<file path="src/rtl/stack_alu_unit.sv">
// WIDTH-bit, DEPTH-entry LIFO data stack with push/pop/dup/swap/over/add/sub,
// occupancy tracking, sticky overflow/underflow flags and an add/sub carry.
module stack_alu_unit #(
  parameter int WIDTH = 4,
  parameter int DEPTH = 8,
  parameter int CW    = $clog2(DEPTH + 1)
) (
  input  logic             clk,
  input  logic             rst,
  input  logic             op_valid,
  input  logic [2:0]       op,
  input  logic [WIDTH-1:0] din,
  input  logic             clr_err,
  output logic [WIDTH-1:0] tos,
  output logic [WIDTH-1:0] nos,
  output logic [CW-1:0]    depth,
  output logic             empty,
  output logic             full,
  output logic             carry,
  output logic             err_ovf,
  output logic             err_udf
);

  typedef enum logic [2:0] {
    OP_NOP  = 3'd0,
    OP_PUSH = 3'd1,
    OP_POP  = 3'd2,
    OP_DUP  = 3'd3,
    OP_SWAP = 3'd4,
    OP_OVER = 3'd5,
    OP_ADD  = 3'd6,
    OP_SUB  = 3'd7
  } op_e;

  logic [WIDTH-1:0] e     [DEPTH];
  logic [WIDTH-1:0] e_nxt [DEPTH];
  logic [CW-1:0]    depth_q, depth_nxt;
  logic             carry_q, carry_nxt;
  logic             err_ovf_q, err_udf_q;
  logic [1:0]       need;
  logic             grows, udf, ovf, exec;
  logic [WIDTH:0]   res;
  op_e              op_c;

  // Result MSB is the carry for ADD and the borrow for SUB (nos - tos).
  function automatic logic [WIDTH:0] alu_result(input logic sub,
                                                input logic [WIDTH-1:0] a,
                                                input logic [WIDTH-1:0] b);
    if (sub) return {1'b0, a} - {1'b0, b};
    else     return {1'b0, a} + {1'b0, b};
  endfunction

  assign op_c = op_e'(op);

  always_comb begin
    need  = 2'd0;
    grows = 1'b0;
    case (op_c)
      OP_PUSH: grows = 1'b1;
      OP_POP:  need  = 2'd1;
      OP_DUP:  begin need = 2'd1; grows = 1'b1; end
      OP_SWAP: need  = 2'd2;
      OP_OVER: begin need = 2'd2; grows = 1'b1; end
      OP_ADD,
      OP_SUB:  need  = 2'd2;
      default: ;
    endcase
    // Underflow wins over overflow; either one suppresses the op entirely.
    udf  = op_valid && (depth_q < CW'(need));
    ovf  = op_valid && !udf && grows && (depth_q == CW'(DEPTH));
    exec = op_valid && (op_c != OP_NOP) && !udf && !ovf;
  end

  always_comb begin
    e_nxt     = e;
    depth_nxt = depth_q;
    carry_nxt = carry_q;
    res       = alu_result(op_c == OP_SUB, e[1], e[0]);
    if (exec) begin
      case (op_c)
        OP_PUSH, OP_DUP, OP_OVER: begin
          for (int i = DEPTH - 1; i > 0; i--) e_nxt[i] = e[i-1];
          if (op_c == OP_PUSH)     e_nxt[0] = din;
          else if (op_c == OP_DUP) e_nxt[0] = e[0];
          else                     e_nxt[0] = e[1];
          depth_nxt = depth_q + CW'(1);
        end
        OP_POP: begin
          for (int i = 0; i < DEPTH - 1; i++) e_nxt[i] = e[i+1];
          e_nxt[DEPTH-1] = '0;
          depth_nxt = depth_q - CW'(1);
        end
        OP_SWAP: begin
          e_nxt[0] = e[1];
          e_nxt[1] = e[0];
        end
        OP_ADD, OP_SUB: begin
          e_nxt[0] = res[WIDTH-1:0];
          for (int i = 1; i < DEPTH - 1; i++) e_nxt[i] = e[i+1];
          e_nxt[DEPTH-1] = '0;
          carry_nxt = res[WIDTH];
          depth_nxt = depth_q - CW'(1);
        end
        default: ;
      endcase
    end
  end

  always_ff @(posedge clk or posedge rst) begin
    if (rst) begin
      for (int i = 0; i < DEPTH; i++) e[i] <= '0;
      depth_q   <= '0;
      carry_q   <= 1'b0;
      err_ovf_q <= 1'b0;
      err_udf_q <= 1'b0;
    end else begin
      e         <= e_nxt;
      depth_q   <= depth_nxt;
      carry_q   <= carry_nxt;
      // A new error in the same cycle as clr_err still lands.
      err_ovf_q <= ovf || (err_ovf_q && !clr_err);
      err_udf_q <= udf || (err_udf_q && !clr_err);
    end
  end

  assign tos     = e[0];
  assign nos     = e[1];
  assign depth   = depth_q;
  assign empty   = (depth_q == '0);
  assign full    = (depth_q == CW'(DEPTH));
  assign carry   = carry_q;
  assign err_ovf = err_ovf_q;
  assign err_udf = err_udf_q;

endmodule

</file>
<file path="config.mk">
export PLATFORM = sky130hd
export DESIGN_NAME = stack_alu_unit
export DESIGN_NICKNAME = d
export VERILOG_FILES = /design/src/rtl/stack_alu_unit.sv
export SDC_FILE = /design/constraint.sdc
export NUM_CORES = 1
export LEC_CHECK = 0
export ABC_AREA = 1
export BUFFER_PORTS_ARGS = -buffer_cell sky130_fd_sc_hd__buf_2
export CELL_PAD_IN_SITES_DETAIL_PLACEMENT = 1
export CELL_PAD_IN_SITES_GLOBAL_PLACEMENT = 2
export CORE_MARGIN = 2
export CORE_UTILIZATION = 36
export CTS_CLUSTER_SIZE = 40
export DETAILED_ROUTE_END_ITERATION = 6
export PLACE_DENSITY = 0.95
export SETUP_SLACK_MARGIN = 0.5
export SKIP_LAST_GASP = 1
export SLEW_MARGIN = 15
export SYNTH_ARGS = -nofsm -noshare
export SYNTH_HDL_FRONTEND = slang
export SYNTH_SLANG_ARGS = --single-unit
</file>
<file path="constraint.sdc">
create_clock -name clk -period 4 [get_ports clk]
set_input_delay 0.2 -clock clk [delete_from_list [all_inputs] [get_ports clk]]
set_output_delay 0.2 -clock clk [all_outputs]
set_load 0.03 [all_outputs]
</file>
==> results_dict.tcl, run 1 <==
set metrics [dict create \
    outcome "finished, final reports clean" \
    wl_um 6350 \
    timing.hold.ws_ns 0.0188 \
    grt_usage_pct 18.3 \
    cpPeakStageDelay_ns 0.47 \
    max-slew-margin-rel_pct 63.8 \
    synth_top_area_cell "dfrtp_1" \
    clk_latency_ns 0.29 \
    syn_nets 383 \
    finalHoldViolCount 0 \
    crit_chain "inv_1, ha_1, nand2_1, o21ai_0, fa_1, inv_1, nand3_1, nand2_1, nand3_1, nand2_1, nand3_1, nand2_1" \
    fillers 900 \
    slowest_stage "dfrtp_1" \
    ys_warn_count 0 \
    first_iter_violations 125 \
    critPathLaunchType "flop" \
    post-route-drc-count 0 \
    die_h_um 88.4 \
    start_util_pct 37.6 \
    overflow 0 \
    cp_top_family "adder cells" \
    numCtsBuffers 5 \
    drive_gt1_share_pct 13.3 \
    place.gp.congestion 0.807 \
    areaGrowthSynthToFinish_pct 8.14 \
    io_buffers 27 \
    tns_ns 0 \
    fin_nets 396 \
    ys_seq_area_share_pct 38.0 \
    cts-root-buf "clkbuf_8" \
    postRouteAntennaNets 0 \
    synth-seq-cells 39 \
    hpwl_um 4380 \
    critical_path.most_common_cell "nand2_1" \
    drv_cap 0 \
    dieArea_um2 7820 \
    die_x_um 88.4 \
    worstSetupPathType "flop to flop" \
    postCtsSetupBuffers 0 \
    antenna_found_initial 0 \
    syn-cell-area_um2 2570 \
    rows 30 \
    slew_viol_final 0 \
    synth_area_leaders "dfrtp_1, nand2_1, nand3_1" \
    period_needed_ns 2.15 \
    powerDensity_nw_per_um2 758 \
    fmaxAchievable_mhz 464 \
    boundaryPins 28 \
    syn-instance-count 362 \
    cts_resized 0 \
    critical_path.max_fanout 6 \
    htreeDepth 2 \
    grt_pass1_vias 2368 \
    hold_class "input port to async pin" \
    vias_per_cell 4.89 \
    cts_tree "done" \
    clock_skew_ns 0.00739 \
    post-route-period-util_pct 53.9 \
    clockBufferDepth 2 \
    num_antenna_cells 0 \
    core_um2 6830 \
    holdBufCountCts 0 \
    vias 2306 \
    critPathBufInv 2 \
    worst_setup_path_end_kind "flop" \
    clk_pin_slew_worst_paths_ns 0.08 \
    syn_area_per_cell_um2 7.09 \
    rsz0062_at_grt "false" \
    setup_viol 0 \
    wl_per_cell_um 13.4 \
    worstMarginPinSlew_ns 0.543 \
    critPathRequiredTime_ns 4.23 \
    irDropWorstVdd_v 0.000184 \
    yosys.area.top_type_share_pct 38.0 \
    grt_pass1_wl_um 11200 \
    arrival_ns 2.38 \
    ys_types 25 \
    grt_max_degree 40 \
    power.leakage_nw 1.52 \
    dr.pass1.iters 5 \
    cts.sinks 39 \
]
[metal layers]
metal  global-route usage [%]  wire length, µm
met2                     31.0             3050
met3                     3.82              148
met4                     4.82               53
met5                        0                0
met1                     23.9             3090
[cells by family after synthesis]
family | share of synthesized area [%]
AOI/OAI and AO/OA | 8.24
xor gates and xnor gates | 1.02
adders and majority gates | 5.46
buffers and inverters | 12.1
DFF | 38.0
and+or+nand+nor | 35.1
[synthesized netlist by cell type]
cell	number
a21oi_1	5
nand3_1	43
fa_1	2
dfrtp_1	39
nor3_1	2
nand2_1	137
buf_2	6
ha_1	8
buf_4	10
o21ai_0	30
buf_6	4
inv_1	37
clkbuf_1	3
o22ai_1	1
xor2_1	3
nand2_4	4
nor2_1	13
o211ai_1	2
inv_2	3
nor2_8	1
nand2_2	5
o31ai_1	1
nand4_1	1
nand3_2	1
a21o_1	1
[power breakdown]
part	switching [mW]	total, mW	internal [mW]
Combinational	0.732	1.10	0.370
Clock	0.139	0.296	0.158
Sequential	0.152	0.705	0.553
[through the flow]
stage | cells | instance area, µm² | worst slack [ns] | utilization (%) | power (mW)
final | 472 | 2780 | 1.85 | 40.6 | 2.10
after global placement | 464 | 2680 | 1.88 | 39.2 | 1.78
after global routing | 472 | 2780 | 1.67 | 40.6 | 2.33
after CTS | 472 | 2780 | 1.83 | 40.6 | 2.13
after detailed placement | 464 | 2680 | 1.79 | 39.2 | 1.82
after floorplan | 362 | 2570 | 2.00 | - | 1.59
[path summary, 6_finish.rpt]
check / cells after the start / start / to / slack [ns]
worst max register to register: 12 / tos[0] / carry / 1.85
worst min register to register: 2 / e[3] / e[3] / 0.47
min in group clk: 2 / clr_err / err_ovf / 0.10
max in group asynchronous: 3 / rst / nos[0] / 3.61
worst min-delay path: 3 / rst / e[0] / 0.02
worst max-delay path: 12 / tos[0] / carry / 1.85
[cell usage in the layout (no fill, tap or decap), types with 5 or more instances in the layout]
master	n
a21oi_1	5
buf_2	27
clkbuf_8	7
dfrtp_1	39
ha_1	8
inv_1	37
nand2_1	137
nand2_2	5
nand3_1	43
nor2_1	13
o21ai_0	30
[worst min-delay path, stage by stage]
cell and delay (ns):
buf_2 0.09, inv_1 0.04, buf_4 0.43
[cell type report]
cell class	count	area, µm²	share of cell area, %
clock buffer	8	100	3.61
inverter	40	150	5.41
multi-input combinational	260	1280	46.1
sequential	39	976	35.2
tap	96	120	4.33
timing repair buffer	29	150	5.41
[registers in the layout (all words and copies together), names as in the netlist]
| register | cells |
|---|---|
| nos | 4 |
| err_udf | 1 |
| err_ovf | 1 |
| tos | 4 |
| depth | 4 |
| e | 24 |
| carry | 1 |
(Power assumes the default switching activity.)
==> run 2: changes to the inputs <==
Settings changed: CORE_UTILIZATION 36 to 33, PLACE_DENSITY 0.95 to 0.9.
Clock period 4 ns to 2.05 ns, I/O delays scaled along.
==> run 2 against run 1 <==
Clock-buffer cell count down 2; critical endpoint is now tos[3]; core utilization grew 6.9 points; largest cell class unchanged; via count up 11%; highest routed layer unchanged.
==> results_dict.tcl, run 2 (synthesized netlist as in run 1, its figures left out) <==
set metrics [dict create \
    outcome "finished, final reports clean" \
    final_common_cell "nand2_1" \
    critical_path.max_fanout 5 \
    tns_ns 0 \
    worst_setup_path_end_kind "flop" \
    antenna_found_initial 0 \
    critPathBufInv 2 \
    crit_chain "inv_2, ha_4, inv_2, nand2_2, xor2_1, ha_1, nand3_1, nand2_1, nand2_1, nand3_1, nand3_1, nand2_1, nand2_1" \
    wl_um 8320 \
    reg2regPathDepth 13 \
    rsz0062_at_grt "true" \
    vias 2555 \
    drv_cap 0 \
    numCtsBuffers 5 \
    dieArea_um2 8500 \
    rows 32 \
    final_util_pct 47.5 \
    hpwl_um 5010 \
    critPathRequiredTime_ns 2.24 \
    start_util_pct 33.6 \
    fin_nets 429 \
    holdPathStages 2 \
    post-route-drc-count 0 \
    clock_skew_ns 0.00455 \
    worstMarginPinSlew_ns 0.871 \
    die_h_um 92.2 \
    post-route-period-util_pct 90.8 \
    dpl.cell_count 477 \
    slowest_stage "dfrtp_2" \
    fmaxAchievable_mhz 537 \
    num_antenna_cells 0 \
    setup.worst_path.start "tos[0]" \
    worstSetupPathType "flop to flop" \
    dr.pass1.iters 4 \
    critical_path.most_common_cell "nand2_1" \
    boundaryPins 28 \
    drive_gt1_share_pct 42.6 \
    postRouteAntennaNets 0 \
    io_buffers 27 \
    arrival_ns 2.05 \
    power.leakage_nw 1.83 \
    htreeDepth 2 \
    powerDensity_nw_per_um2 1500 \
    r2r_setup_slack_ns 0.19 \
    grt_max_degree 29 \
    hold_class "input port to flop" \
    irDropWorstVdd_v 0.000447 \
    clockBufferDepth 2 \
    cpPeakStageDelay_ns 0.40 \
    cts_tree "done" \
    largest-register "e" \
    reg2reg_to "tos[3]" \
    final_cell_mix "nand2_1, dfrtp_1, nand2_2" \
    critPathLaunchType "flop" \
    setup_viol 0 \
    period_needed_ns 1.86 \
    rr_startpoint "tos[0]" \
    final_cells 510 \
    wl_per_cell_um 16.3 \
    grt_pass1_wl_um 13700 \
    slew_viol_final 0 \
    max-slew-margin-rel_pct 41.9 \
    vias_per_cell 5.01 \
    overflow 0 \
    finalHoldViolCount 0 \
    first_iter_violations 50 \
    clk_pin_slew_worst_paths_ns 0.08 \
    areaGrowthSynthToFinish_pct 41.6 \
    worstHoldStart "clr_err" \
    place.gp.congestion 0.862 \
    cts.sinks 39 \
    fin_total_pwr_mw 5.46 \
    cp_top_family "simple AND/OR/NAND/NOR gates" \
    grt_usage_pct 20.2 \
    largest_reg_flops 24 \
    die_x_um 92.2 \
    cts-root-buf "clkbuf_8" \
    grt_pass1_vias 2718 \
    holdPathEnd "err_ovf" \
    clk_latency_ns 0.29 \
    core_um2 7650 \
]
[run 2: per-layer routing]
| metal | part of all wire (%) | vias to the layer above | track usage [%] |
|---|---|---|---|
| met2 | 53 | 34 | 35.8 |
| met4 | 1.9 | 0 | 6.47 |
| met3 | 2.1 | 17 | 3.04 |
| met5 | 0 | - | 0 |
| li1 | - | 1237 | - |
| met1 | 43 | 1267 | 25.2 |
[run 2: worst max path at each step]
stage | endpoint | cells after the start
2_1_floorplan | tos[3] | 12
3_3_place_gp | tos[1] | 10
3_5_place_dp | tos[3] | 13
4_1_cts | tos[1] | 10
5_1_grt | tos[3] | 13
6_report | tos[3] | 13
[run 2: layout make-up]
type | count | area, µm²
clock buffer | 6 | 72.6
clock inverter | 1 | 30.0
fill | 923 | 4010
inverter | 40 | 153
multi-input combinational | 263 | 1790
sequential | 39 | 983
tap | 102 | 128
timing repair buffer | 59 | 482
[run 2: per-stage QoR]
step | cell area [µm²] | hold slack, ns | setup WS [ns]
finish | 3630 | 0.00443 | 0.189
global route | 3630 | 0.0271 | 0.0679
CTS | 3430 | 0.0133 | 0.193
detailed placement | 2920 | 0.290 | 0.0692
global placement | 2920 | 0.303 | 0.163
floorplan | 2760 | 0.201 | 0.302
[run 2: repair_timing]
action / 4_1_cts / 5_1_grt
setup buffers: 16 / 3
endpoints found under the setup margin: 37 / 37
resized for setup: 54 / 43
hold buffers: 1 / 0
endpoints found under the hold margin: 16 / 0
pin swaps: 16 / 20
cloned: 6 / 0
[run 2: where the power goes]
group	internal (mW)	switching [mW]
Sequential	1.09	0.361
Combinational	1.39	1.99
Clock	0.357	0.275
Total	2.83	2.62
